## config.mk

```make
export PLATFORM = sky130hd
export DESIGN_NAME = mem_bus_arbiter_flat
export DESIGN_NICKNAME = d
export VERILOG_FILES = /design/src/rtl/mem_bus_if.sv /design/src/rtl/mem_bus_arbiter.sv /design/src/flat_wrapper.sv
export SDC_FILE = /design/constraint.sdc
export NUM_CORES = 1
export LEC_CHECK = 0
export CORE_AREA = 2 2 133 135
export DETAILED_ROUTE_END_ITERATION = 6
export DIE_AREA = 0 0 135 137
export PLACE_DENSITY = 0.68
export SLEW_MARGIN = 20
export SYNTH_ARGS = -nofsm -noshare
export SYNTH_HDL_FRONTEND = slang
export SYNTH_SLANG_ARGS = --single-unit
```

## constraint.sdc

```tcl
create_clock -name clk -period 2 [get_ports clk]
set_input_delay 0.6 -clock clk [delete_from_list [all_inputs] [get_ports clk]]
set_output_delay 0.6 -clock clk [all_outputs]
set_load 0.01 [all_outputs]
```

## src/rtl/mem_bus_if.sv

```systemverilog
// Pipeline-side request/response and external SRAM-style bus bundle for mem_bus_arbiter.
// master = the arbiter, slave = the pipeline plus memory side that drives it.
interface mem_bus_if #(
  parameter int ADDR_W = 32,
  parameter int DATA_W = 32
);
  logic              inst_ce_i;
  logic [ADDR_W-1:0] inst_addr_i;
  logic [DATA_W-1:0] inst_data_o;
  logic              inst_ready_o;

  logic              data_ce_i;
  logic              data_we_i;
  logic [3:0]        data_sel_i;
  logic [ADDR_W-1:0] data_addr_i;
  logic [DATA_W-1:0] data_wdata_i;
  logic [DATA_W-1:0] data_rdata_o;
  logic              data_ready_o;

  logic              flush_i;

  logic              bus_req_o;
  logic              bus_we_o;
  logic [3:0]        bus_sel_o;
  logic [ADDR_W-1:0] bus_addr_o;
  logic [DATA_W-1:0] bus_wdata_o;
  logic [DATA_W-1:0] bus_rdata_i;
  logic              bus_ack_i;
  logic              bus_err_o;

  logic              stall_req_o;

  modport master (
    input  inst_ce_i, inst_addr_i, data_ce_i, data_we_i, data_sel_i, data_addr_i,
           data_wdata_i, flush_i, bus_rdata_i, bus_ack_i,
    output inst_data_o, inst_ready_o, data_rdata_o, data_ready_o, bus_req_o, bus_we_o,
           bus_sel_o, bus_addr_o, bus_wdata_o, bus_err_o, stall_req_o
  );

  modport slave (
    output inst_ce_i, inst_addr_i, data_ce_i, data_we_i, data_sel_i, data_addr_i,
           data_wdata_i, flush_i, bus_rdata_i, bus_ack_i,
    input  inst_data_o, inst_ready_o, data_rdata_o, data_ready_o, bus_req_o, bus_we_o,
           bus_sel_o, bus_addr_o, bus_wdata_o, bus_err_o, stall_req_o
  );
endinterface

```

## src/rtl/mem_bus_arbiter.sv

```systemverilog
// Shares one SRAM-style bus between instruction fetch and MEM-stage data access, data first.
// Optional bus timeout/abort is built when MEM_BUS_TIMEOUT_EN is defined.
module mem_bus_arbiter #(
  parameter int ADDR_W         = 32,
  parameter int DATA_W         = 32,
  parameter int TIMEOUT_CYCLES = 255
) (
  input  logic      clk,
  input  logic      rst,
  mem_bus_if.master b
);
  typedef enum logic [1:0] {IDLE, DATA, INST, INST_DROP} state_t;
  state_t state;
  logic   timeout;

  assign b.stall_req_o = (b.data_ce_i & ~b.data_ready_o) | (b.inst_ce_i & ~b.inst_ready_o);

`ifdef MEM_BUS_TIMEOUT_EN
  localparam int CNT_W = ($clog2(TIMEOUT_CYCLES + 1) > 8) ? $clog2(TIMEOUT_CYCLES + 1) : 8;
  logic [CNT_W-1:0] to_cnt;

  // Fires on the TIMEOUT_CYCLES-th busy cycle without ack; an ack in that cycle still wins.
  assign timeout = (state != IDLE) && !b.bus_ack_i && (to_cnt == CNT_W'(TIMEOUT_CYCLES - 1));

  always_ff @(posedge clk) begin
    if (rst) begin
      to_cnt      <= '0;
      b.bus_err_o <= 1'b0;
    end else begin
      b.bus_err_o <= timeout;
      if (state == IDLE || timeout) to_cnt <= '0;
      else if (!b.bus_ack_i)        to_cnt <= to_cnt + 1'b1;
    end
  end
`else
  assign timeout     = 1'b0;
  assign b.bus_err_o = 1'b0;
`endif

  always_ff @(posedge clk) begin
    if (rst) begin
      state          <= IDLE;
      b.bus_req_o    <= 1'b0;
      b.bus_we_o     <= 1'b0;
      b.bus_sel_o    <= '0;
      b.bus_addr_o   <= '0;
      b.bus_wdata_o  <= '0;
      b.inst_data_o  <= '0;
      b.inst_ready_o <= 1'b0;
      b.data_rdata_o <= '0;
      b.data_ready_o <= 1'b0;
    end else begin
      b.inst_ready_o <= 1'b0;
      b.data_ready_o <= 1'b0;
      unique case (state)
        IDLE: begin
          // A requester whose ready is high this cycle still holds ce; skip it to avoid a replay.
          if (b.data_ce_i && !b.data_ready_o) begin
            b.bus_req_o   <= 1'b1;
            b.bus_we_o    <= b.data_we_i;
            b.bus_sel_o   <= b.data_sel_i;
            b.bus_addr_o  <= b.data_addr_i;
            b.bus_wdata_o <= b.data_wdata_i;
            state         <= DATA;
          end else if (b.inst_ce_i && !b.inst_ready_o && !b.flush_i) begin
            b.bus_req_o   <= 1'b1;
            b.bus_we_o    <= 1'b0;
            b.bus_sel_o   <= 4'b1111;
            b.bus_addr_o  <= b.inst_addr_i;
            b.bus_wdata_o <= '0;
            state         <= INST;
          end
        end
        DATA: begin
          if (b.bus_ack_i || timeout) begin
            b.bus_req_o    <= 1'b0;
            b.data_ready_o <= 1'b1;
            if (timeout)         b.data_rdata_o <= '0;
            else if (!b.bus_we_o) b.data_rdata_o <= b.bus_rdata_i;
            state <= IDLE;
          end
        end
        INST: begin
          if (b.bus_ack_i || timeout) begin
            b.bus_req_o <= 1'b0;
            // A flush landing on the completing cycle still discards the word.
            if (!b.flush_i) begin
              b.inst_ready_o <= 1'b1;
              b.inst_data_o  <= timeout ? '0 : b.bus_rdata_i;
            end
            state <= IDLE;
          end else if (b.flush_i) begin
            state <= INST_DROP;
          end
        end
        INST_DROP: begin
          if (b.bus_ack_i || timeout) begin
            b.bus_req_o <= 1'b0;
            state       <= IDLE;
          end
        end
        default: state <= IDLE;
      endcase
    end
  end
endmodule

```

## src/flat_wrapper.sv

```systemverilog
// flat-port wrapper written by rule: the top's interface ports become plain ports
module mem_bus_arbiter_flat 
#(
  parameter int ADDR_W         = 32,
  parameter int DATA_W         = 32,
  parameter int TIMEOUT_CYCLES = 255
)
  (clk, rst, b_inst_ce_i, b_inst_addr_i, b_data_ce_i, b_data_we_i, b_data_sel_i, b_data_addr_i, b_data_wdata_i, b_flush_i, b_bus_rdata_i, b_bus_ack_i, b_inst_data_o, b_inst_ready_o, b_data_rdata_o, b_data_ready_o, b_bus_req_o, b_bus_we_o, b_bus_sel_o, b_bus_addr_o, b_bus_wdata_o, b_bus_err_o, b_stall_req_o);
  mem_bus_if #(.ADDR_W(ADDR_W), .DATA_W(DATA_W)) b_i ();
  input  logic clk;
  input  logic rst;
  input wire logic [$bits(b_i.inst_ce_i)-1:0] b_inst_ce_i;
  input wire logic [$bits(b_i.inst_addr_i)-1:0] b_inst_addr_i;
  input wire logic [$bits(b_i.data_ce_i)-1:0] b_data_ce_i;
  input wire logic [$bits(b_i.data_we_i)-1:0] b_data_we_i;
  input wire logic [$bits(b_i.data_sel_i)-1:0] b_data_sel_i;
  input wire logic [$bits(b_i.data_addr_i)-1:0] b_data_addr_i;
  input wire logic [$bits(b_i.data_wdata_i)-1:0] b_data_wdata_i;
  input wire logic [$bits(b_i.flush_i)-1:0] b_flush_i;
  input wire logic [$bits(b_i.bus_rdata_i)-1:0] b_bus_rdata_i;
  input wire logic [$bits(b_i.bus_ack_i)-1:0] b_bus_ack_i;
  output wire logic [$bits(b_i.inst_data_o)-1:0] b_inst_data_o;
  output wire logic [$bits(b_i.inst_ready_o)-1:0] b_inst_ready_o;
  output wire logic [$bits(b_i.data_rdata_o)-1:0] b_data_rdata_o;
  output wire logic [$bits(b_i.data_ready_o)-1:0] b_data_ready_o;
  output wire logic [$bits(b_i.bus_req_o)-1:0] b_bus_req_o;
  output wire logic [$bits(b_i.bus_we_o)-1:0] b_bus_we_o;
  output wire logic [$bits(b_i.bus_sel_o)-1:0] b_bus_sel_o;
  output wire logic [$bits(b_i.bus_addr_o)-1:0] b_bus_addr_o;
  output wire logic [$bits(b_i.bus_wdata_o)-1:0] b_bus_wdata_o;
  output wire logic [$bits(b_i.bus_err_o)-1:0] b_bus_err_o;
  output wire logic [$bits(b_i.stall_req_o)-1:0] b_stall_req_o;
  assign b_i.inst_ce_i = b_inst_ce_i;
  assign b_i.inst_addr_i = b_inst_addr_i;
  assign b_i.data_ce_i = b_data_ce_i;
  assign b_i.data_we_i = b_data_we_i;
  assign b_i.data_sel_i = b_data_sel_i;
  assign b_i.data_addr_i = b_data_addr_i;
  assign b_i.data_wdata_i = b_data_wdata_i;
  assign b_i.flush_i = b_flush_i;
  assign b_i.bus_rdata_i = b_bus_rdata_i;
  assign b_i.bus_ack_i = b_bus_ack_i;
  assign b_inst_data_o = b_i.inst_data_o;
  assign b_inst_ready_o = b_i.inst_ready_o;
  assign b_data_rdata_o = b_i.data_rdata_o;
  assign b_data_ready_o = b_i.data_ready_o;
  assign b_bus_req_o = b_i.bus_req_o;
  assign b_bus_we_o = b_i.bus_we_o;
  assign b_bus_sel_o = b_i.bus_sel_o;
  assign b_bus_addr_o = b_i.bus_addr_o;
  assign b_bus_wdata_o = b_i.bus_wdata_o;
  assign b_bus_err_o = b_i.bus_err_o;
  assign b_stall_req_o = b_i.stall_req_o;
  mem_bus_arbiter #(.ADDR_W(ADDR_W), .DATA_W(DATA_W), .TIMEOUT_CYCLES(TIMEOUT_CYCLES)) u_core (.clk(clk), .rst(rst), .b(b_i));
endmodule
```

* After elaboration in Yosys (flattened, before gate mapping)
Index checks and enable logic that the tools add are counted.
** Operators by class
- Eq/ne operators :: 7
- Muxes and demuxes :: 20
- Bitwise logic cells :: 10
- Reductions and logical operators :: 17
** Operators by type and width (count)
- 32-bit two-way mux :: 4
- 2-bit two-way mux :: 5
- 3-bit AND reduction :: 3
- 4-bit two-way mux :: 2
- 1-bit two-way mux :: 7
- 1-bit NOT :: 7
- 2-bit case mux with 3 select lines :: 1
- 3-bit OR reduction :: 2
- 2-bit equality test, second input constant :: 2
- 2-bit by 1-bit inequality test with 1-bit output, second input constant :: 2
- 2-bit AND reduction :: 2
- 2-bit OR reduction :: 2
- 1-bit logical AND :: 3
- 1-bit zero test :: 3
- 3-bit by 1-bit inequality test with 1-bit output, second input constant :: 1
- 3-bit inequality test, second input constant :: 1
- 1-bit AND :: 2
- 2-bit by 1-bit equality test with 1-bit output, second input constant :: 1
- 2-bit zero test :: 1
- 1-bit case mux with 2 select lines :: 1
- 2-bit nonzero test :: 1
- 1-bit OR :: 1
** Storage, ports and cells
- Word-level logic and storage cells :: 64
- Input port bits :: 139
- Register bits :: 138
- Output and inout bits :: 138

* Longest topological paths before layout
Gate-level depths: netlist of run 1.
- Word-level depth :: 6
- Gate-level depth with buffers :: 6
- Mapped depth without buffers :: 3

* Least setup slack after synthesis of run 1
No wires, ideal clock.
- Kind :: input -> output
- Start point :: input b_data_ce_i
- End point :: output b_stall_req_o
- Stages on the path :: 4
- Required time :: 1400 ps
- Data arrival time :: 1278 ps
- Setup slack :: 122 ps
- Path buffers :: 2
- Cells stage by stage :: nand2b_1 buf_2 buf_2 o21ai_0
** On the way
- Longest elaborated chain between the ends :: 2
** RTL lines
- from (decl) :: RTL line flat_wrapper.sv:14 : input wire logic [$bits(b_i.data_ce_i)-1:0] b_data_ce_i;
- 1-bit AND :: RTL line mem_bus_arbiter.sv:16 : assign b.stall_req_o = (b.data_ce_i & ~b.data_ready_o) | (b.inst_ce_i & ~b.inst_ready_o);
- 1-bit OR :: RTL line mem_bus_arbiter.sv:16
- to (decl) :: RTL line flat_wrapper.sv:32 : output wire logic [$bits(b_i.stall_req_o)-1:0] b_stall_req_o;
No other way between the ends.

* Worst setup path after layout of run 1
- Start point :: register u_core.b.bus_addr_o[1] (netlist name)
- End point :: output b_bus_addr_o[1]
** RTL lines
- from (decl) :: RTL line mem_bus_if.sv:37 : bus_sel_o, bus_addr_o, bus_wdata_o, bus_err_o, stall_req_o
- from (signal assigned) :: RTL line mem_bus_arbiter.sv:62 : b.bus_addr_o <= b.data_addr_i;
- from (signal assigned) :: RTL line mem_bus_arbiter.sv:69 : b.bus_addr_o <= b.inst_addr_i;
- to (decl) :: RTL line flat_wrapper.sv:29 : output wire logic [$bits(b_i.bus_addr_o)-1:0] b_bus_addr_o;
No word-level cell between the ends.

==> results summary, run 1 <==
The fmax came out at 509 MHz. The share of the Yosys chip area taken by registers is 46.8%. The instance count of the mapped netlist is 692. Dividing the detail-routed via count by the number of cells gives 5.12. The required time at the endpoint of the critical path is 1400 ps. In this run the tool buffered the top-level ports with 275 buffer cells. The post-layout minimum cycle time is 1960 ps.

The detailed router's first-iteration violation count came out at 313. The number of filler cells placed in the layout is 1578. Yosys mapped a number of flops with a built-in enable equal to 0.

The cell at the slowest stage of the critical path is sky130_fd_sc_hd__clkdlybuf4s50_1. The cell leakage power came out at 3.48 nW. The layout overhead on the synthesized area came out at 64.0%. The average instance area after synthesis is 8.53 um2. The path category of the worst min-delay check is flop to flop. The total number of clock tree sinks came out at 138. The share of the synthesized area in the top cell type is 46.8%. The buffer levels on the longest clock path came out at 2. Data arrives at the worst endpoint at 1360 ps. The ratio of cells with drive above 1 in the final layout is 14.9%. The post-detailed-route DRC marker count came out at 0. The type of the worst setup path is flop to output port.

After detailed routing, the average wire length per cell comes to 16.7 um. The final route contains 6101 vias. For this design the ratio of total power to cell area is 790 nW/um2.

After synthesis the netlist holds a flip-flop and latch count of 138. When the netlist entered floorplanning its net count stood at 831. The number of antenna violations at the first check in global routing was 0.

The largest clock skew in the final design came out at 9.08 ps. Setup repair after global routing left no endpoint under its margin. The final-report max-slew violation count came to 0. Yosys instantiated no cell more often than sky130_fd_sc_hd__dfxtp_1. The synthesized netlist occupies a cell area of 5900 um2. The number of buffers created by CTS came out at 17.

The total length of routed met3 wires came out at 1.85 mm. Clock tree synthesis selected as its root buffer the cell sky130_fd_sc_hd__clkbuf_16. The first-pass iteration count of the detailed router came out at 5.

The worst path buffer plus inverter count is 1. The wire length on met2 is 9.39 mm. The number of unique standard cell types used by synthesis came out at 32. The flow ran to the end, and the final reports show no timing, DRC or antenna violations.

For the final routed database, the setup TNS stands at 0 ps. The final hold violation count is 0. 0 antenna diodes ended up in the layout. Once detail routing completed, the nets flagged for antenna violations numbered 0.

STA classifies the critical path endpoint as an output port. After layout, the worst path uses 98.2% of the clock period. TritonCTS built the clock tree. The via count of the first global-routing pass is 5722. The finished cells cover 9670 um2.

For the pin with the worst max-slew slack, the measured transition is 691 ps. The total power is 0.00764 W. Wires add up to 19.9 mm.

The final number of setup-violating endpoints is 0. The boundary pin count is 277. The worst-case setup slack after placement is -426 ps.

The largest total area in the synthesized netlist belongs to sky130_fd_sc_hd__dfxtp_1. The tool flagged a number of max-cap violations equal to 0. The core occupancy in the finished layout came out at 56.7%. The peak supply drop came out at 0.570 mV. The first-pass GRT wire length is 30.8 mm.

In this run the worst path has a maximum fanout of 3. The tightest slew margin relative to the limit is 53.9%. By area the synthesized netlist is led by sky130_fd_sc_hd__dfxtp_1, sky130_fd_sc_hd__a21oi_1, sky130_fd_sc_hd__nand2_1. The H-tree depth reported by CTS is 4.

After detailed placement, the total cell area comes to 9060 um2. The core region is 17100 um2. The die is 135 um wide.

The count of hold buffers inserted by post-cts repair is 0. The largest net degree at the start of global routing is 85. The y dimension of the die came out at 137 um. Traced cell by cell, the critical path runs through clkdlybuf4s50_1. The starting utilization of the core area came out at 34.6%. The HPWL reported at the end of detailed placement is 13.5 mm.

The total routing usage reported by global routing is 21.0%. On the critical path the largest part of the delay comes from buffers and inverters. Across all setup checks in the final design, the least slack found is 36.9 ps. The die footprint came out at 18500 um2. At the end of the flow, the number of nets in the layout was 1092. For this run the aggregate overflow at the end of global routing stands at 0.

Signal routing reaches up to met4. The later pin in the worst-skew pair is clocked with a latency of 420 ps. The wire length on met1 is 8.22 mm. The largest stage delay on the critical path came out at 580 ps. The worst setup path is launched from a flop. After clock tree synthesis, the clock-pin slew on the worst setup and hold paths is 60 ps.

The weighted congestion reported at the end of routability-driven placement came out at 0.780. The number of cell rows is 48. For this run, the leading register cell type out of synthesis is sky130_fd_sc_hd__dfxtp_1. The count of yosys warnings during synthesis is 0. The share of flip-flops with an asynchronous set or reset is 0%. By count the netlist is led by sky130_fd_sc_hd__dfxtp_1, sky130_fd_sc_hd__nand2_1, sky130_fd_sc_hd__a21oi_1.
where the power goes:
group | internal [W] | switching [W]
Sequential | 0.00291 | 0.000124
Clock | 0.00176 | 0.00135
Combinational | 0.000811 | 0.000677
path summary, 6_finish.rpt:
check                       startpoint                   endpoint  slack [ps]  cells after the start
max reg2reg      u_core.b.data_ready_o    u_core.b.bus_addr_o[17]         330                      4
min reg2reg  u_core.b.data_rdata_o[12]  u_core.b.data_rdata_o[12]         450                      2
max             u_core.b.bus_addr_o[1]            b_bus_addr_o[1]          40                      1
min          u_core.b.data_rdata_o[12]  u_core.b.data_rdata_o[12]         450                      2
worst register-to-register path, cell delays in order, from the launching register on:
cell and delay, ps:
sky130_fd_sc_hd__dfxtp_1 350, sky130_fd_sc_hd__nand2b_2 140, sky130_fd_sc_hd__buf_4 570, sky130_fd_sc_hd__o21ai_0 240, sky130_fd_sc_hd__a211oi_1 280
stage by stage:
step | hold slack (ps) | cells
floorplan | 481 | 692
global placement | 441 | 1159
detailed placement | 446 | 1159
CTS | 454 | 1191
global route | 471 | 1191
finish | 453 | 1191
layout make-up:
class	count	area [um2]	area share, %
clock buffer	17	425	4.40
tap	225	282	2.91
multi-input combinational	481	2810	29.0
sequential	138	2760	28.6
clock inverter	15	156	1.62
timing repair buffer	312	3230	33.4
inverter	3	11.3	0.116
sequential cells by signal (all words and copies together), names as in the netlist:
| name | count |
|---|---|
| u_core.b.bus_req_o | 1 |
| u_core.b.bus_sel_o | 4 |
| u_core.b.bus_addr_o | 32 |
| u_core.state | 2 |
| u_core.b.inst_data_o | 32 |
| u_core.b.inst_ready_o | 1 |
| u_core.b.bus_wdata_o | 32 |
| u_core.b.bus_we_o | 1 |
| u_core.b.data_ready_o | 1 |
| u_core.b.data_rdata_o | 32 |
cell usage in the layout (no fill, tap or decap), types with 2 or more instances in the layout:
cell type / n
sky130_fd_sc_hd__clkdlybuf4s50_1: 254
sky130_fd_sc_hd__dfxtp_1: 137
sky130_fd_sc_hd__nand2_1: 130
sky130_fd_sc_hd__a21oi_1: 102
sky130_fd_sc_hd__o21ai_0: 58
sky130_fd_sc_hd__nor3_1: 35
sky130_fd_sc_hd__nand3_1: 33
sky130_fd_sc_hd__a211oi_1: 32
sky130_fd_sc_hd__a22oi_2: 29
sky130_fd_sc_hd__a21oi_2: 29
sky130_fd_sc_hd__buf_4: 24
sky130_fd_sc_hd__clkbuf_16: 17
sky130_fd_sc_hd__dlymetal6s2s_1: 15
sky130_fd_sc_hd__buf_12: 14
sky130_fd_sc_hd__o21ai_1: 7
sky130_fd_sc_hd__a22oi_1: 4
sky130_fd_sc_hd__o221a_2: 4
sky130_fd_sc_hd__inv_6: 4
sky130_fd_sc_hd__inv_8: 4
sky130_fd_sc_hd__dlygate4sd2_1: 4
sky130_fd_sc_hd__inv_1: 3
sky130_fd_sc_hd__nor2_1: 3
sky130_fd_sc_hd__clkinv_4: 3
sky130_fd_sc_hd__nor4bb_4: 2
sky130_fd_sc_hd__nand4bb_1: 2
sky130_fd_sc_hd__clkinvlp_4: 2
timing repair:
item | CTS | global route
buffers inserted | 0 | 0
pin swaps | 0 | 1
gates cloned | 0 | 0
endpoints found under the hold margin | 0 | 0
endpoints found under the setup margin | 6 | 14
resized for setup | 10 | 15
per-layer routing:
| metal | global-route usage [%] | vias up |
|---|---|---|
| li1 | - | 2979 |
| met1 | 26.2 | 2832 |
| met2 | 33.6 | 259 |
| met3 | 7.63 | 31 |
| met4 | 7.29 | 0 |
| met5 | 0 | - |
kinds of logic (layout without fill, tap and decap cells):
logic type | after synthesis | count (layout) | share of synthesized area (%)
other | 1 | 1 | 0.0636
DFF | 138 | 138 | 46.8
and+or+nand+nor | 212 | 212 | 16.1
AOI/OAI and AO/OA | 268 | 268 | 30.5
buffers and inverters | 73 | 347 | 6.45
Power figures use the tool's default switching activity.
==> run 2, diff against run 1 <==
--- a/config.mk
+++ b/config.mk
@@ -5,10 +5,12 @@
 export SDC_FILE = /design/constraint.sdc
 export NUM_CORES = 1
 export LEC_CHECK = 0
-export CORE_AREA = 2 2 133 135
+export CORE_AREA = 2 2 121 123
+export CTS_BUF_LIST = sky130_fd_sc_hd__clkbuf_8
 export DETAILED_ROUTE_END_ITERATION = 6
-export DIE_AREA = 0 0 135 137
-export PLACE_DENSITY = 0.68
+export DIE_AREA = 0 0 123 125
+export GPL_ROUTABILITY_DRIVEN = 0
+export PLACE_DENSITY = 0.81
 export SLEW_MARGIN = 20
 export SYNTH_ARGS = -nofsm -noshare
 export SYNTH_HDL_FRONTEND = slang
==> results summary, run 2 (synthesis results as in run 1) <==
The boundary pin count came out at 277. The power share of the combinational group is 20.4%. The total power divided by cell area is 734 nW/um2.

The region available for standard cell placement spans 14200 um2. The starting utilization of the core area is 41.5%. The number of cell rows is 44. The number of buffers created by CTS came out at 17. The buffer levels on the longest clock path is 2. The final worst slack came out at 48.7 ps.

The floorplan step defined a die boundary enclosing 15400 um2. The post-CTS setup repair buffer count is 0. The relative contribution of sequential cells to total power came out at 43.6%. In this design, the stage delay of the slowest critical-path cell is 540 ps.

The worst register-to-register path begins at u_core.b.data_ready_o. The number of filler cells placed in the layout came out at 1144. The CTS root buffer is sky130_fd_sc_hd__clkbuf_8.

The cell internal power dissipation is 0.00495 W. STA classifies the critical path endpoint as an output port. The worst path buffer plus inverter count is 1. Based on the critical path, the design can be clocked at up to 512 MHz. The final number of setup-violating endpoints is 0. The fraction of power consumed by the clock network is 36.0%. The depth of the worst register-to-register path came out at 4. The total inserted antenna cells came out at 0. The cell count along the critical path came out at 1.

The total of max-cap violations is 0. The number of antenna violations at the first check in global routing was 0. The first-pass GRT wire length is 30.8 mm. The end point of the critical path is b_inst_data_o[21].

The worst hold path startpoint is u_core.b.inst_data_o[3]. Across the routed clock network, the largest skew measured is 11.6 ps. The total grt overflow is 0.

The maximum net fanout on the critical path is 2. The via count of the first global-routing pass came out at 6012. The number of vias after detailed routing came out at 6138. The routed length per placed instance is 17.3 um. The HPWL reported at the end of detailed placement is 13.2 mm. Leaving out fill and tap cells, the most frequent cell in the layout is sky130_fd_sc_hd__clkdlybuf4s50_1. The post-layout minimum cycle time is 1950 ps.

The slowest stage of the critical path is the sky130_fd_sc_hd__clkdlybuf4s50_1 cell. Walking the worst path, the cells encountered are clkdlybuf4s50_1. The register cell area after layout came out at 2770 um2. The total routing usage reported by global routing came out at 25.3%. The slew at the pin closest to its max-slew limit came out at 686 ps. Input and output buffers added on the ports amount to 275. The final layout net count came out at 1085. By startpoint and endpoint, the worst setup path is classified as flop to output port. TritonCTS built the clock tree. The path category of the worst min-delay check is flop to flop. The post-route clock period utilization is 97.6%. The cell family contributing the most delay on the critical path is buffers and inverters. The clock-pin slew of the registers on the worst-case setup and hold paths is 90 ps.

IR analysis of the VDD net gives a maximum drop of 0.621 mV. The worst-case setup slack after placement is -429 ps. The ratio of cells with drive above 1 in the final layout came out at 14.3%. The analysis attributes to net switching a power of 0.00201 W.

The final-report max-slew violation count is 0. The clock drives 138 sinks. The floorplan step set the die height to 125 um. The insertion delay to the later sink of the worst-skew pair came out at 460 ps. Using the TritonRoute via totals, the vias-per-cell ratio works out to 5.37. The endpoint identified for the worst register-to-register timing path is u_core.b.bus_addr_o[18]. The arrival time of data at the critical path endpoint is 1350 ps. The layout overhead on the synthesized area is 60.8%.

The first-pass iteration count of the detailed router came out at 5. The H-tree depth reported by CTS came out at 4. The reg-to-reg setup timing slack is 250 ps. In this run the worst setup path begins at u_core.b.inst_data_o[21].

The total wire length after detailed routing came out at 19.8 mm. In this run, the number of DRC markers left after iteration 0 of detailed routing was 477. The final hold violation count is 0. The cell leakage power came out at 4.29 nW. STA classifies the critical path startpoint as a flop. In the layout the commonest cells are sky130_fd_sc_hd__clkdlybuf4s50_1, sky130_fd_sc_hd__dfxtp_1, sky130_fd_sc_hd__nand2_1, sky130_fd_sc_hd__a21oi_1, sky130_fd_sc_hd__dlymetal6s2s_1. In the routed design, unresolved DRC markers number 0.

The combined area of the multi-input logic cells is 2810 um2. From left edge to right edge, the die measures 123 um. For the worst setup path, the data required time is 1400 ps. The final antenna-violating net count came out at 0. The run finished with clean final reports. Of the total power, the share spent switching nets is 28.8%. Hold timing on the final database bottoms out at a slack of 454 ps.

In this run the tightest slew margin relative to its limit is 54.2%. Entering global routing, the biggest net connects 103 pins.
-- run 2: final cells by class --
type                            count  area share, %
Timing Repair Buffer              305           34.2
Multi-Input combinational cell    481           29.6
Sequential cell                   138           29.2
Clock buffer                       18           2.61
Tap cell                          184           2.43
Clock inverter                     14           1.93
Inverter                            3          0.119
-- run 2: per-layer routing --
metal | GRT usage (%) | wire, um
met1 | 30.0 | 7900
met2 | 41.3 | 9460
met3 | 9.67 | 1940
met4 | 9.16 | 458
met5 | 0 | 0
-- run 2: worst min-delay path by stage --
stage                                endpoint  slack [ps]  cells after the start
floorplan            u_core.b.data_rdata_o[0]         480                      2
global placement      u_core.b.inst_data_o[3]         440                      2
detailed placement  u_core.b.data_rdata_o[11]         450                      2
CTS                   u_core.b.inst_data_o[1]         460                      2
global route          u_core.b.inst_data_o[3]         480                      2
finish                u_core.b.inst_data_o[3]         450                      2
-- run 2: metrics by stage --
step           util [%]  total power, W  cells  TNS (ps)  cell area (um2)
4_1_cts            65.7         0.00704   1143         0             9340
6_report           66.8         0.00696   1143         0             9490
2_1_floorplan         -         0.00376    692         0             5900
3_5_place_dp       63.1         0.00458   1111    -20970             8960
3_3_place_gp       63.1         0.00455   1111    -17590             8960
5_1_grt            66.8         0.00727   1143     -1.26             9490
-- run 2: power groups by stage --
stage	clock network [W]	logic (W)	registers, W
floorplan	0	0.000603	0.00315
global placement	0	0.00146	0.00309
detailed placement	0	0.00148	0.00310
CTS	0.00256	0.00144	0.00304
global route	0.00268	0.00153	0.00306
finish	0.00251	0.00142	0.00303
-- run 2: repair_timing --
item | 4_1_cts | 5_1_grt
hold buffers | 0 | 0
setup endpoints to repair | 43 | 59
gates resized for setup | 49 | 60
==> run 3, diff against run 2 <==
--- a/config.mk
+++ b/config.mk
@@ -11,6 +11,7 @@
 export DIE_AREA = 0 0 123 125
 export GPL_ROUTABILITY_DRIVEN = 0
 export PLACE_DENSITY = 0.81
+export SETUP_SLACK_MARGIN = 0.02
 export SLEW_MARGIN = 20
 export SYNTH_ARGS = -nofsm -noshare
 export SYNTH_HDL_FRONTEND = slang
==> results summary, run 3 (synthesis results as in run 1) <==
The required time at the endpoint of the critical path is 1400 ps. The HPWL reported at the end of detailed placement came out at 13.2 mm. For this run, the slowest stage of the critical path takes 530 ps. The depth of the worst register-to-register path is 4. The slew at the pin closest to its max-slew limit came out at 692 ps. The core outline area is 14200 um2. The cell count along the critical path came out at 1. In this run the critical register-to-register path is captured at u_core.b.bus_addr_o[18]. Between clock sinks in the finished design, the worst skew comes to 12.3 ps. The worst setup path is launched from a flop. The routed design uses 9.38 mm of met2 wire. The number of cell rows is 44. The number of antenna violations at the first check in global routing was 0. Summed over all nets, wire length on met3 after detailed routing comes to 1.93 mm. The number of cells in the finished layout apart from fillers came out at 1143. The detailed router's first-iteration violation count came out at 455.

The worst setup path is of the flop to output port kind. Clock tree synthesis inserted a total of 17 buffers. The peak supply drop is 0.655 mV.

The number of buffers and inverters on the critical path is 1. The first global-routing pass estimated 30.9 mm of wire. Subtracting the final worst setup slack from the clock period gives 1930 ps. STA classifies the critical path endpoint as an output port.

The detailed router used layers up to and including met4. The final-report max-slew violation count is 0. The floorplan step set the die width to 123 um.

The worst pin sits at a relative slew slack of 53.8%. The die footprint came out at 15400 um2. The reg-to-reg setup timing slack came out at 260 ps.

For this block, the via count after detailed routing is 6092. The post-CTS setup repair buffer count came out at 0. The design draws 0.00693 W.

The flow ran to the end, and the final reports show no timing, DRC or antenna violations. The clock passes through at most 2 buffers. The average via count per standard cell is 5.33. The first-pass iteration count of the detailed router came out at 5. The y dimension of the die came out at 125 um. Along the worst hold path, the cell count comes to 2. Summing all non-filler instances in the final layout gives an area of 9450 um2.

The final antenna-violating net count came out at 0. The most common library cell in the layout ignoring fill and taps is sky130_fd_sc_hd__clkdlybuf4s50_1. In the layout the commonest cells are sky130_fd_sc_hd__clkdlybuf4s50_1, sky130_fd_sc_hd__dfxtp_1, sky130_fd_sc_hd__nand2_1, sky130_fd_sc_hd__a21oi_1, sky130_fd_sc_hd__dlygate4sd2_1. The final hold violation count is 0. The setup TNS is 0 ps. Dividing the detail-routed wire length by the instance count gives 17.3 um. In this run the most critical hold path is launched from u_core.b.data_rdata_o[21]. The total inserted antenna cells came out at 0. For this design the ratio of total power to cell area is 733 nW/um2. The worst register-to-register path begins at u_core.b.data_ready_o.

Global routing used 25.3% of the available tracks. The post-placement cell area is 8960 um2. The number of placed instances, taps included is 1111.

Entering global routing, the biggest net connects 103 pins. The total of max-cap violations came out at 0. The total wire length after detailed routing came out at 19.8 mm. The total overflow left after global routing is 0. Grouping stages by cell kind, the critical path spends the most delay in buffers and inverters. At the later pin of the worst-skew pair, clock insertion delay measures 450 ps. The path category of the worst min-delay check is flop to flop. Clock-pin slew was measured on the worst setup and hold paths at 90 ps. The arrival time of data at the critical path endpoint is 1330 ps. TritonCTS built the clock tree. For this design the static power due to leakage is 4.47 nW.

The via count of the first global-routing pass came out at 6023. Setup repair after global routing left no endpoint under its margin. The post-route clock period utilization came out at 96.6%. Cells with a size suffix above 1 make up 14.3% of the layout. The fmax is 518 MHz. Traced cell by cell, the critical path runs through clkdlybuf4s50_1.

The starting utilization of the core area came out at 41.5%. The maximum net fanout on the critical path is 2. The largest individual stage delay along the critical path comes from the cell sky130_fd_sc_hd__clkdlybuf4s50_1. The final number of setup-violating endpoints came out at 0. The boundary pin count came out at 277. The post-detailed-route DRC marker count came out at 0.

The final layout net count is 1085. The CTS root buffer is sky130_fd_sc_hd__clkbuf_8. The layout overhead on the synthesized area is 60.1%. The core occupancy in the finished layout came out at 66.5%. The tree built by TritonCTS fans out to 138 sinks. The count of port buffers added during placement came out at 275. The H-tree depth reported by CTS is 4.

The wire length on met1 is 8.00 mm. The worst hold path terminates at u_core.b.data_rdata_o[21].
## run 3: cell types whose count changed in the layout (fill, tap and decap cells not counted), sizes merged
| cell | before | now |
|---|---|---|
| clkdlybuf4s50 | 171 | 140 |
| dlygate4sd2 | 42 | 73 |
## run 3: per-stage QoR
step                      hold slack (ps)  worst slack, ps
after floorplan                       481              122
after global placement                440             -430
after detailed placement              446             -429
after CTS                             458             20.3
after global routing                  477             22.3
final                                 452             68.4
## run 3: power by group
group | total, W | internal, W | switching [W]
Combinational | 0.00139 | 0.000722 | 0.000673
Sequential | 0.00303 | 0.00291 | 0.000123
Clock | 0.00250 | 0.00130 | 0.00120
## run 3: per-layer routing
| metal | up-vias | GRT usage (%) |
|---|---|---|
| met2 | 244 | 41.4 |
| met5 | - | 0 |
| met1 | 2848 | 30.0 |
| met3 | 35 | 9.67 |
| met4 | 0 | 9.16 |
| li1 | 2965 | - |
## run 3: layout make-up
| class | instances | area, um2 |
|---|---|---|
| Clock buffer | 18 | 248 |
| Clock inverter | 14 | 183 |
| Fill cell | 1158 | 4760 |
| Inverter | 3 | 11.3 |
| Multi-Input combinational cell | 481 | 2810 |
| Sequential cell | 138 | 2770 |
| Tap cell | 184 | 230 |
| Timing Repair Buffer | 305 | 3200 |
## run 3: worst max-delay path by stage
stage	from	end	slack [ps]
5_1_grt	u_core.b.data_rdata_o[13]	b_data_rdata_o[13]	20
3_5_place_dp	b_inst_ce_i	b_stall_req_o	-430
2_1_floorplan	b_data_ce_i	b_stall_req_o	120
4_1_cts	u_core.b.data_rdata_o[9]	b_data_rdata_o[9]	20
6_report	u_core.b.data_rdata_o[18]	b_data_rdata_o[18]	70
3_3_place_gp	b_inst_ce_i	b_stall_req_o	-430
## run 3: timing repair
item	in CTS	in global routing
pin swaps	0	0
endpoints found under the hold margin	0	0
setup endpoints to repair	73	60
cloned	0	0
resized for setup	80	60
hold buffers	0	0
